$ cat src/rtl/multicycle_ctrl_fsm_if.sv
// Control bundle between the multi-cycle control FSM and the datapath.
// master: the control FSM (reads instruction fields and flags, drives controls).
// slave:  the datapath (drives instruction fields and flags, reads controls).
interface multicycle_ctrl_fsm_if;
  logic [6:0] op;
  logic [2:0] fun3;
  logic       fun7;
  logic       zeroflag;
  logic       signflag;
  logic       mem_ready;

  logic       PCwrite;
  logic       AdrSrc;
  logic       MemWrite;
  logic       IRwrite;
  logic       RegWrite;
  logic [1:0] ResultSrc;
  logic [1:0] ALUsrcA;
  logic [1:0] ALUsrcB;
  logic [2:0] ALUcontrol;
  logic [1:0] ImmSrc;
  logic       instret;
  logic       halted;

  modport master (
    input  op, fun3, fun7, zeroflag, signflag, mem_ready,
    output PCwrite, AdrSrc, MemWrite, IRwrite, RegWrite, ResultSrc,
           ALUsrcA, ALUsrcB, ALUcontrol, ImmSrc, instret, halted
  );

  modport slave (
    output op, fun3, fun7, zeroflag, signflag, mem_ready,
    input  PCwrite, AdrSrc, MemWrite, IRwrite, RegWrite, ResultSrc,
           ALUsrcA, ALUsrcB, ALUcontrol, ImmSrc, instret, halted
  );
endinterface

$ cat src/rtl/multicycle_ctrl_fsm.sv
// Main control FSM for a multi-cycle RV32-subset core sharing one ALU and
// one unified memory. Sequences FETCH..WRITEBACK, decodes ALU operation and
// immediate format, resolves branches from ALU flags and stalls on mem_ready.
module multicycle_ctrl_fsm #(
  parameter bit USE_MEM_READY = 1'b1,
  parameter bit ILLEGAL_HALT  = 1'b1
) (
  input logic                  clk,
  input logic                  rst,
  multicycle_ctrl_fsm_if.master bus
);

  typedef enum logic [3:0] {
    S_FETCH    = 4'd0,
    S_DECODE   = 4'd1,
    S_MEMADR   = 4'd2,
    S_MEMREAD  = 4'd3,
    S_MEMWB    = 4'd4,
    S_MEMWRITE = 4'd5,
    S_EXECR    = 4'd6,
    S_EXECI    = 4'd7,
    S_ALUWB    = 4'd8,
    S_BRANCH   = 4'd9,
    S_JAL      = 4'd10,
    S_HALT     = 4'd11
  } state_t;

  localparam logic [6:0] OP_LOAD  = 7'b0000011;
  localparam logic [6:0] OP_STORE = 7'b0100011;
  localparam logic [6:0] OP_RTYPE = 7'b0110011;
  localparam logic [6:0] OP_ITYPE = 7'b0010011;
  localparam logic [6:0] OP_BRNCH = 7'b1100011;
  localparam logic [6:0] OP_JAL   = 7'b1101111;

  state_t     state_q, state_d;
  logic       rdy;
  logic       pcw, adr, memw, irw, regw, iret, hlt;
  logic [1:0] res_src, src_a, src_b, imm_src;
  logic [2:0] alu_ctl;

  // ALU operation for R/I arithmetic; sub only for R-type with fun7 set
  function automatic logic [2:0] alu_dec(input logic [2:0] f3, input logic sub);
    case (f3)
      3'b000:  alu_dec = sub ? 3'b010 : 3'b000;
      3'b001:  alu_dec = 3'b001;
      3'b100:  alu_dec = 3'b100;
      3'b101:  alu_dec = 3'b101;
      3'b110:  alu_dec = 3'b110;
      3'b111:  alu_dec = 3'b111;
      default: alu_dec = 3'b000;
    endcase
  endfunction

  assign rdy = USE_MEM_READY ? bus.mem_ready : 1'b1;

  // Next-state sequencing
  always_comb begin
    state_d = state_q;
    case (state_q)
      S_FETCH:    if (rdy) state_d = S_DECODE;
      S_DECODE: begin
        case (bus.op)
          OP_LOAD, OP_STORE: state_d = S_MEMADR;
          OP_RTYPE:          state_d = S_EXECR;
          OP_ITYPE:          state_d = S_EXECI;
          OP_BRNCH:          state_d = S_BRANCH;
          OP_JAL:            state_d = S_JAL;
          default:           state_d = ILLEGAL_HALT ? S_HALT : S_FETCH;
        endcase
      end
      S_MEMADR:   state_d = bus.op[5] ? S_MEMWRITE : S_MEMREAD;
      S_MEMREAD:  if (rdy) state_d = S_MEMWB;
      S_MEMWB:    state_d = S_FETCH;
      S_MEMWRITE: if (rdy) state_d = S_FETCH;
      S_EXECR:    state_d = S_ALUWB;
      S_EXECI:    state_d = S_ALUWB;
      S_ALUWB:    state_d = S_FETCH;
      S_BRANCH:   state_d = S_FETCH;
      S_JAL:      state_d = S_ALUWB;
      S_HALT:     state_d = S_HALT;
      default:    state_d = S_FETCH;
    endcase
  end

  // State register; reset lands in FETCH immediately
  always_ff @(posedge clk or posedge rst) begin
    if (rst) state_q <= S_FETCH;
    else     state_q <= state_d;
  end

  // Per-state control decode; enables are forced low while rst is held so a
  // mid-instruction reset cannot leak a write
  always_comb begin
    pcw     = 1'b0;
    adr     = 1'b0;
    memw    = 1'b0;
    irw     = 1'b0;
    regw    = 1'b0;
    iret    = 1'b0;
    hlt     = 1'b0;
    res_src = 2'b10;
    src_a   = 2'b00;
    src_b   = 2'b10;
    alu_ctl = 3'b000;
    case (state_q)
      S_FETCH: begin
        irw = rdy;
        pcw = rdy;
      end
      S_DECODE: begin
        src_a = 2'b01;
        src_b = 2'b01;
      end
      S_MEMADR: begin
        src_a = 2'b10;
        src_b = 2'b01;
      end
      S_MEMREAD: begin
        adr     = 1'b1;
        res_src = 2'b00;
      end
      S_MEMWB: begin
        res_src = 2'b01;
        regw    = 1'b1;
        iret    = 1'b1;
      end
      S_MEMWRITE: begin
        adr     = 1'b1;
        res_src = 2'b00;
        memw    = 1'b1;
        iret    = rdy;
      end
      S_EXECR: begin
        src_a   = 2'b10;
        src_b   = 2'b00;
        alu_ctl = alu_dec(bus.fun3, bus.op[5] & bus.fun7);
      end
      S_EXECI: begin
        src_a   = 2'b10;
        src_b   = 2'b01;
        alu_ctl = alu_dec(bus.fun3, bus.op[5] & bus.fun7);
      end
      S_ALUWB: begin
        res_src = 2'b00;
        regw    = 1'b1;
        iret    = 1'b1;
      end
      S_BRANCH: begin
        src_a   = 2'b10;
        src_b   = 2'b00;
        alu_ctl = 3'b010;
        res_src = 2'b00;
        iret    = 1'b1;
        case (bus.fun3)
          3'b000:  pcw = bus.zeroflag;
          3'b001:  pcw = ~bus.zeroflag;
          3'b100:  pcw = bus.signflag;
          default: pcw = 1'b0;
        endcase
      end
      S_JAL: begin
        src_a   = 2'b01;
        src_b   = 2'b10;
        res_src = 2'b00;
        pcw     = 1'b1;
      end
      S_HALT:  hlt = 1'b1;
      default: ;
    endcase
    if (rst) begin
      pcw  = 1'b0;
      memw = 1'b0;
      irw  = 1'b0;
      regw = 1'b0;
      iret = 1'b0;
      hlt  = 1'b0;
    end
  end

  // Immediate format follows the opcode regardless of state
  always_comb begin
    case (bus.op)
      OP_LOAD, OP_ITYPE: imm_src = 2'b00;
      OP_STORE:          imm_src = 2'b01;
      OP_BRNCH:          imm_src = 2'b10;
      OP_JAL:            imm_src = 2'b11;
      default:           imm_src = 2'b00;
    endcase
  end

  assign bus.PCwrite    = pcw;
  assign bus.AdrSrc     = adr;
  assign bus.MemWrite   = memw;
  assign bus.IRwrite    = irw;
  assign bus.RegWrite   = regw;
  assign bus.ResultSrc  = res_src;
  assign bus.ALUsrcA    = src_a;
  assign bus.ALUsrcB    = src_b;
  assign bus.ALUcontrol = alu_ctl;
  assign bus.ImmSrc     = imm_src;
  assign bus.instret    = iret;
  assign bus.halted     = hlt;

endmodule

$ cat src/flat_wrapper.sv
// flat-port wrapper written by rule: the top's interface ports become plain ports
module multicycle_ctrl_fsm_flat 
#(
  parameter bit USE_MEM_READY = 1'b1,
  parameter bit ILLEGAL_HALT  = 1'b1
)
  (clk, rst, bus_op, bus_fun3, bus_fun7, bus_zeroflag, bus_signflag, bus_mem_ready, bus_PCwrite, bus_AdrSrc, bus_MemWrite, bus_IRwrite, bus_RegWrite, bus_ResultSrc, bus_ALUsrcA, bus_ALUsrcB, bus_ALUcontrol, bus_ImmSrc, bus_instret, bus_halted);
  multicycle_ctrl_fsm_if bus_i ();
  input logic clk;
  input logic rst;
  input wire logic [$bits(bus_i.op)-1:0] bus_op;
  input wire logic [$bits(bus_i.fun3)-1:0] bus_fun3;
  input wire logic [$bits(bus_i.fun7)-1:0] bus_fun7;
  input wire logic [$bits(bus_i.zeroflag)-1:0] bus_zeroflag;
  input wire logic [$bits(bus_i.signflag)-1:0] bus_signflag;
  input wire logic [$bits(bus_i.mem_ready)-1:0] bus_mem_ready;
  output wire logic [$bits(bus_i.PCwrite)-1:0] bus_PCwrite;
  output wire logic [$bits(bus_i.AdrSrc)-1:0] bus_AdrSrc;
  output wire logic [$bits(bus_i.MemWrite)-1:0] bus_MemWrite;
  output wire logic [$bits(bus_i.IRwrite)-1:0] bus_IRwrite;
  output wire logic [$bits(bus_i.RegWrite)-1:0] bus_RegWrite;
  output wire logic [$bits(bus_i.ResultSrc)-1:0] bus_ResultSrc;
  output wire logic [$bits(bus_i.ALUsrcA)-1:0] bus_ALUsrcA;
  output wire logic [$bits(bus_i.ALUsrcB)-1:0] bus_ALUsrcB;
  output wire logic [$bits(bus_i.ALUcontrol)-1:0] bus_ALUcontrol;
  output wire logic [$bits(bus_i.ImmSrc)-1:0] bus_ImmSrc;
  output wire logic [$bits(bus_i.instret)-1:0] bus_instret;
  output wire logic [$bits(bus_i.halted)-1:0] bus_halted;
  assign bus_i.op = bus_op;
  assign bus_i.fun3 = bus_fun3;
  assign bus_i.fun7 = bus_fun7;
  assign bus_i.zeroflag = bus_zeroflag;
  assign bus_i.signflag = bus_signflag;
  assign bus_i.mem_ready = bus_mem_ready;
  assign bus_PCwrite = bus_i.PCwrite;
  assign bus_AdrSrc = bus_i.AdrSrc;
  assign bus_MemWrite = bus_i.MemWrite;
  assign bus_IRwrite = bus_i.IRwrite;
  assign bus_RegWrite = bus_i.RegWrite;
  assign bus_ResultSrc = bus_i.ResultSrc;
  assign bus_ALUsrcA = bus_i.ALUsrcA;
  assign bus_ALUsrcB = bus_i.ALUsrcB;
  assign bus_ALUcontrol = bus_i.ALUcontrol;
  assign bus_ImmSrc = bus_i.ImmSrc;
  assign bus_instret = bus_i.instret;
  assign bus_halted = bus_i.halted;
  multicycle_ctrl_fsm #(.USE_MEM_READY(USE_MEM_READY), .ILLEGAL_HALT(ILLEGAL_HALT)) u_core (.clk(clk), .rst(rst), .bus(bus_i));
endmodule
$ cat config.mk
export PLATFORM = sky130hd
export DESIGN_NAME = multicycle_ctrl_fsm_flat
export DESIGN_NICKNAME = d
export VERILOG_FILES = /design/src/rtl/multicycle_ctrl_fsm_if.sv /design/src/rtl/multicycle_ctrl_fsm.sv /design/src/flat_wrapper.sv
export SDC_FILE = /design/constraint.sdc
export NUM_CORES = 1
export LEC_CHECK = 0
export ABC_AREA = 1
export BUFFER_PORTS_ARGS = -buffer_cell sky130_fd_sc_hd__buf_4
export CORE_MARGIN = 5
export CORE_UTILIZATION = 36
export DETAILED_ROUTE_END_ITERATION = 12
export PLACE_DENSITY = 0.68
export SYNTH_ARGS = -nofsm -noshare
export SYNTH_HDL_FRONTEND = slang
export SYNTH_SLANG_ARGS = --single-unit
$ cat constraint.sdc
create_clock -name clk -period 2.4 [get_ports clk]
set_input_delay 0.12 -clock clk [delete_from_list [all_inputs] [get_ports clk]]
set_output_delay 0.12 -clock clk [all_outputs]
set_load 0.03 [all_outputs]
==> out/summary.txt <==
Total GRT Usage - 14.2%
Starting Density - 38.7%
Largest net degree at the start of global routing - 8
Slowest-stage cell, CP - dfrtp_1
Crit-path leading delay family - simple AND/OR/NAND/NOR gates
Reg clk slew, reported paths - 0.04 ns
Die ar. - 2550 µm²
Sequential share of power - 13.4%
P&R area growth vs syn - 51.0%
Top cells by count, synth - nand2_1, inv_1, nor2_1
DR WL/cell - 11.0 µm
# IOs - 34
Avg Cell Area, Syn - 5.51 µm²
R2r setup slk - 1.14 ns
Run status - finished clean
Cell count along the critical path - 8
Net Switching - 643 µW
Cells after Synth - 107
DRT Pass-1 Iters - 4
R2R depth - 7
CP max stage delay - 0.42 ns
# Post-CTS Setup Buffers - 0
Leakage - 0.000532 µW
Ys flop type - dfrtp_1
Largest regs - u_core.state_q: 4 flops
IO buf count - 33
Synthesis-stage register bit count - 4
Int Pwr - 462 µW
Top-count cell post-synth - nand2_1
Switching Fraction - 58.2%
Root buffer cell - clkbuf_4
Post-route setup TNS - 0 ns
Crit end category - primary output
Worst Skew - 0.00212 ns
FFs w/ async S/R, synth - 100%
Hold Crit Class - input pin to flop
Worst Tran Pin Value - 0.274 ns
Relative slew slack - 81.7%
Crit-path cells - nor2_4 > inv_2 > nor3_2 > nand2_1 > nand2_1 > inv_2 > a21oi_2 > buf_4
Pwr Density - 1240 nW/µm²
Max Slew Vio Count - 0
Routability cong. - 0.867
Clk network pwr share - 7.3%
Syn_nets - 123
Combinational share of power - 79.3%
Final Power - 1100 µW
Setup violators final - 0
Initial antenna violation count - 0
Iteration-0 DRC Markers - 12
Vias in the first global route - 766
Worst Path Class, Setup - flop to primary output
CP arrival - 1.52 ns
DP Worst Slack - 1.00 ns
Top cells by area, synth - nand2_1, dfrtp_1, inv_1
Max reg flops - 4
Routed Wire Length - 1.77 mm
Synth top area share - 19.1%
Post-synth EDFFs - 0
Max rail drop VDD - 0.589 mV
Routed Antenna Nets - 0
CP startpoint kind - flop
Worst-Skew Late Latency - 0.23 ns
First-pass GRT wire length - 2.99 mm
Max-Cap Viols - 0
Post-layout min period - 1.64 ns
WP buf/inv - 3
Worst EP required - 2.28 ns
Setup crit end - bus_PCwrite
Top cell type by total area after synthesis - nand2_1
Chip height - 50.5 µm
Peak Freq - 608 MHz
DIE WIDTH - 50.5 µm
Tcrit/Tclk final - 68.5%
CTS tree - built
Hold violation count in the final report - 0
Max Buffers Root-to-Sink - 2
Sequential area share after synthesis - 17.0%
Via/cell ratio - 4.86
Crit Reg-Reg Endpoint - u_core.state_q[0]
Fin nets - 162
RSZ-0062 raised after global routing - false
Fraction of layout cells with a size suffix above 1 - 35.4%
Cell Area, Synth - 589 µm²
Inserted Clock Buffers - 3
Cell variety after synth - 25
Ys Warns - 0
Worst setup path start - u_core.state_q[3]
Biggest register - u_core.state_q
Hold Crit Start - bus_mem_ready
Vias - 777
Core area - 1520 µm²
Final HPWL DP - 1.57 mm
Num rows - 14
DRC viols - 0
CP Max Fanout - 4
Gr ovfl total - 0
Antenna diodes - 0
H-tree level count - 1
Worst setup margin - 0.756 ns
Clk sink count - 4
Worst reg2reg startpoint - u_core.state_q[1]
cell usage in the layout (no fill, tap or decap), types with 3 or more instances in the layout:
master,instances
nand3_1,8
nand2_1,30
inv_2,6
clkbuf_4,3
buf_4,33
nor2_1,14
inv_1,21
dfrtp_1,4
cell families (layout without fill, tap and decap cells):
logic type	count (synthesis)	count (layout)	share of synthesized area, %
AND/OR/NAND/NOR	61	61	47.3
buffers and inverters	27	64	17.2
AO/OA/AOI/OAI	14	14	17.0
flip-flops	4	4	17.0
XOR/XNOR	1	1	1.49
power by group through the flow:
stage	logic [µW]	clock network, µW	registers (µW)
after floorplan	608	0	139
after global placement	869	0	147
after detailed placement	880	0	149
after CTS	882	84.6	148
after global routing	952	92.0	154
final	876	80.1	149
how the worst min path moves through the flow:
| stage | endpoint | slack (ns) | cells past startpoint |
|---|---|---|---|
| floorplan | u_core.state_q[0] | -0.11 | 1 |
| global placement | u_core.state_q[0] | 0.06 | 2 |
| detailed placement | u_core.state_q[0] | 0.06 | 2 |
| CTS | u_core.state_q[2] | 0.22 | 4 |
| global route | u_core.state_q[2] | 0.25 | 4 |
| finish | u_core.state_q[2] | 0.23 | 4 |
layout make-up:
| type | instances | area [µm²] |
|---|---|---|
| timing repair buffer | 34 | 258 |
| fill | 157 | 634 |
| tap | 16 | 20.0 |
| inverter | 27 | 101 |
| multi-input combinational | 76 | 388 |
| clock buffer | 3 | 22.5 |
| sequential | 4 | 100 |
through the flow:
| stage | cell area, µm² | cells | hold WS, ns | util [%] |
|---|---|---|---|---|
| 2_1_floorplan | 589 | 107 | -0.114 | - |
| 3_3_place_gp | 857 | 156 | 0.0600 | 56.2 |
| 3_5_place_dp | 857 | 156 | 0.0617 | 56.2 |
| 4_1_cts | 890 | 160 | 0.222 | 58.4 |
| 5_1_grt | 890 | 160 | 0.250 | 58.4 |
| 6_report | 890 | 160 | 0.231 | 58.4 |
timing repair:
item / 4_1_cts / 5_1_grt
hold buffers: 1 / 0
resized for setup: 0 / 0
endpoints found under the hold margin: 4 / 0
layer usage:
| layer | GRT usage [%] | vias up | routed length [µm] |
|---|---|---|---|
| met1 | 17.6 | 346 | 786 |
| met2 | 24.4 | 24 | 865 |
| met5 | 0 | - | 0 |
| met4 | 3.40 | 0 | 0 |
| li1 | - | 407 | - |
| met3 | 3.55 | 0 | 115 |
worst reg2reg max path, delay by kind of cell, from the launching register on:
kind	cells	cell delay (ns)
flip-flops	1	0.44
buffers and inverters	1	0.06
AO/OA/AOI/OAI	1	0.15
AND/OR/NAND/NOR	5	0.54
Note: power is estimated with default switching activity, not from simulation.
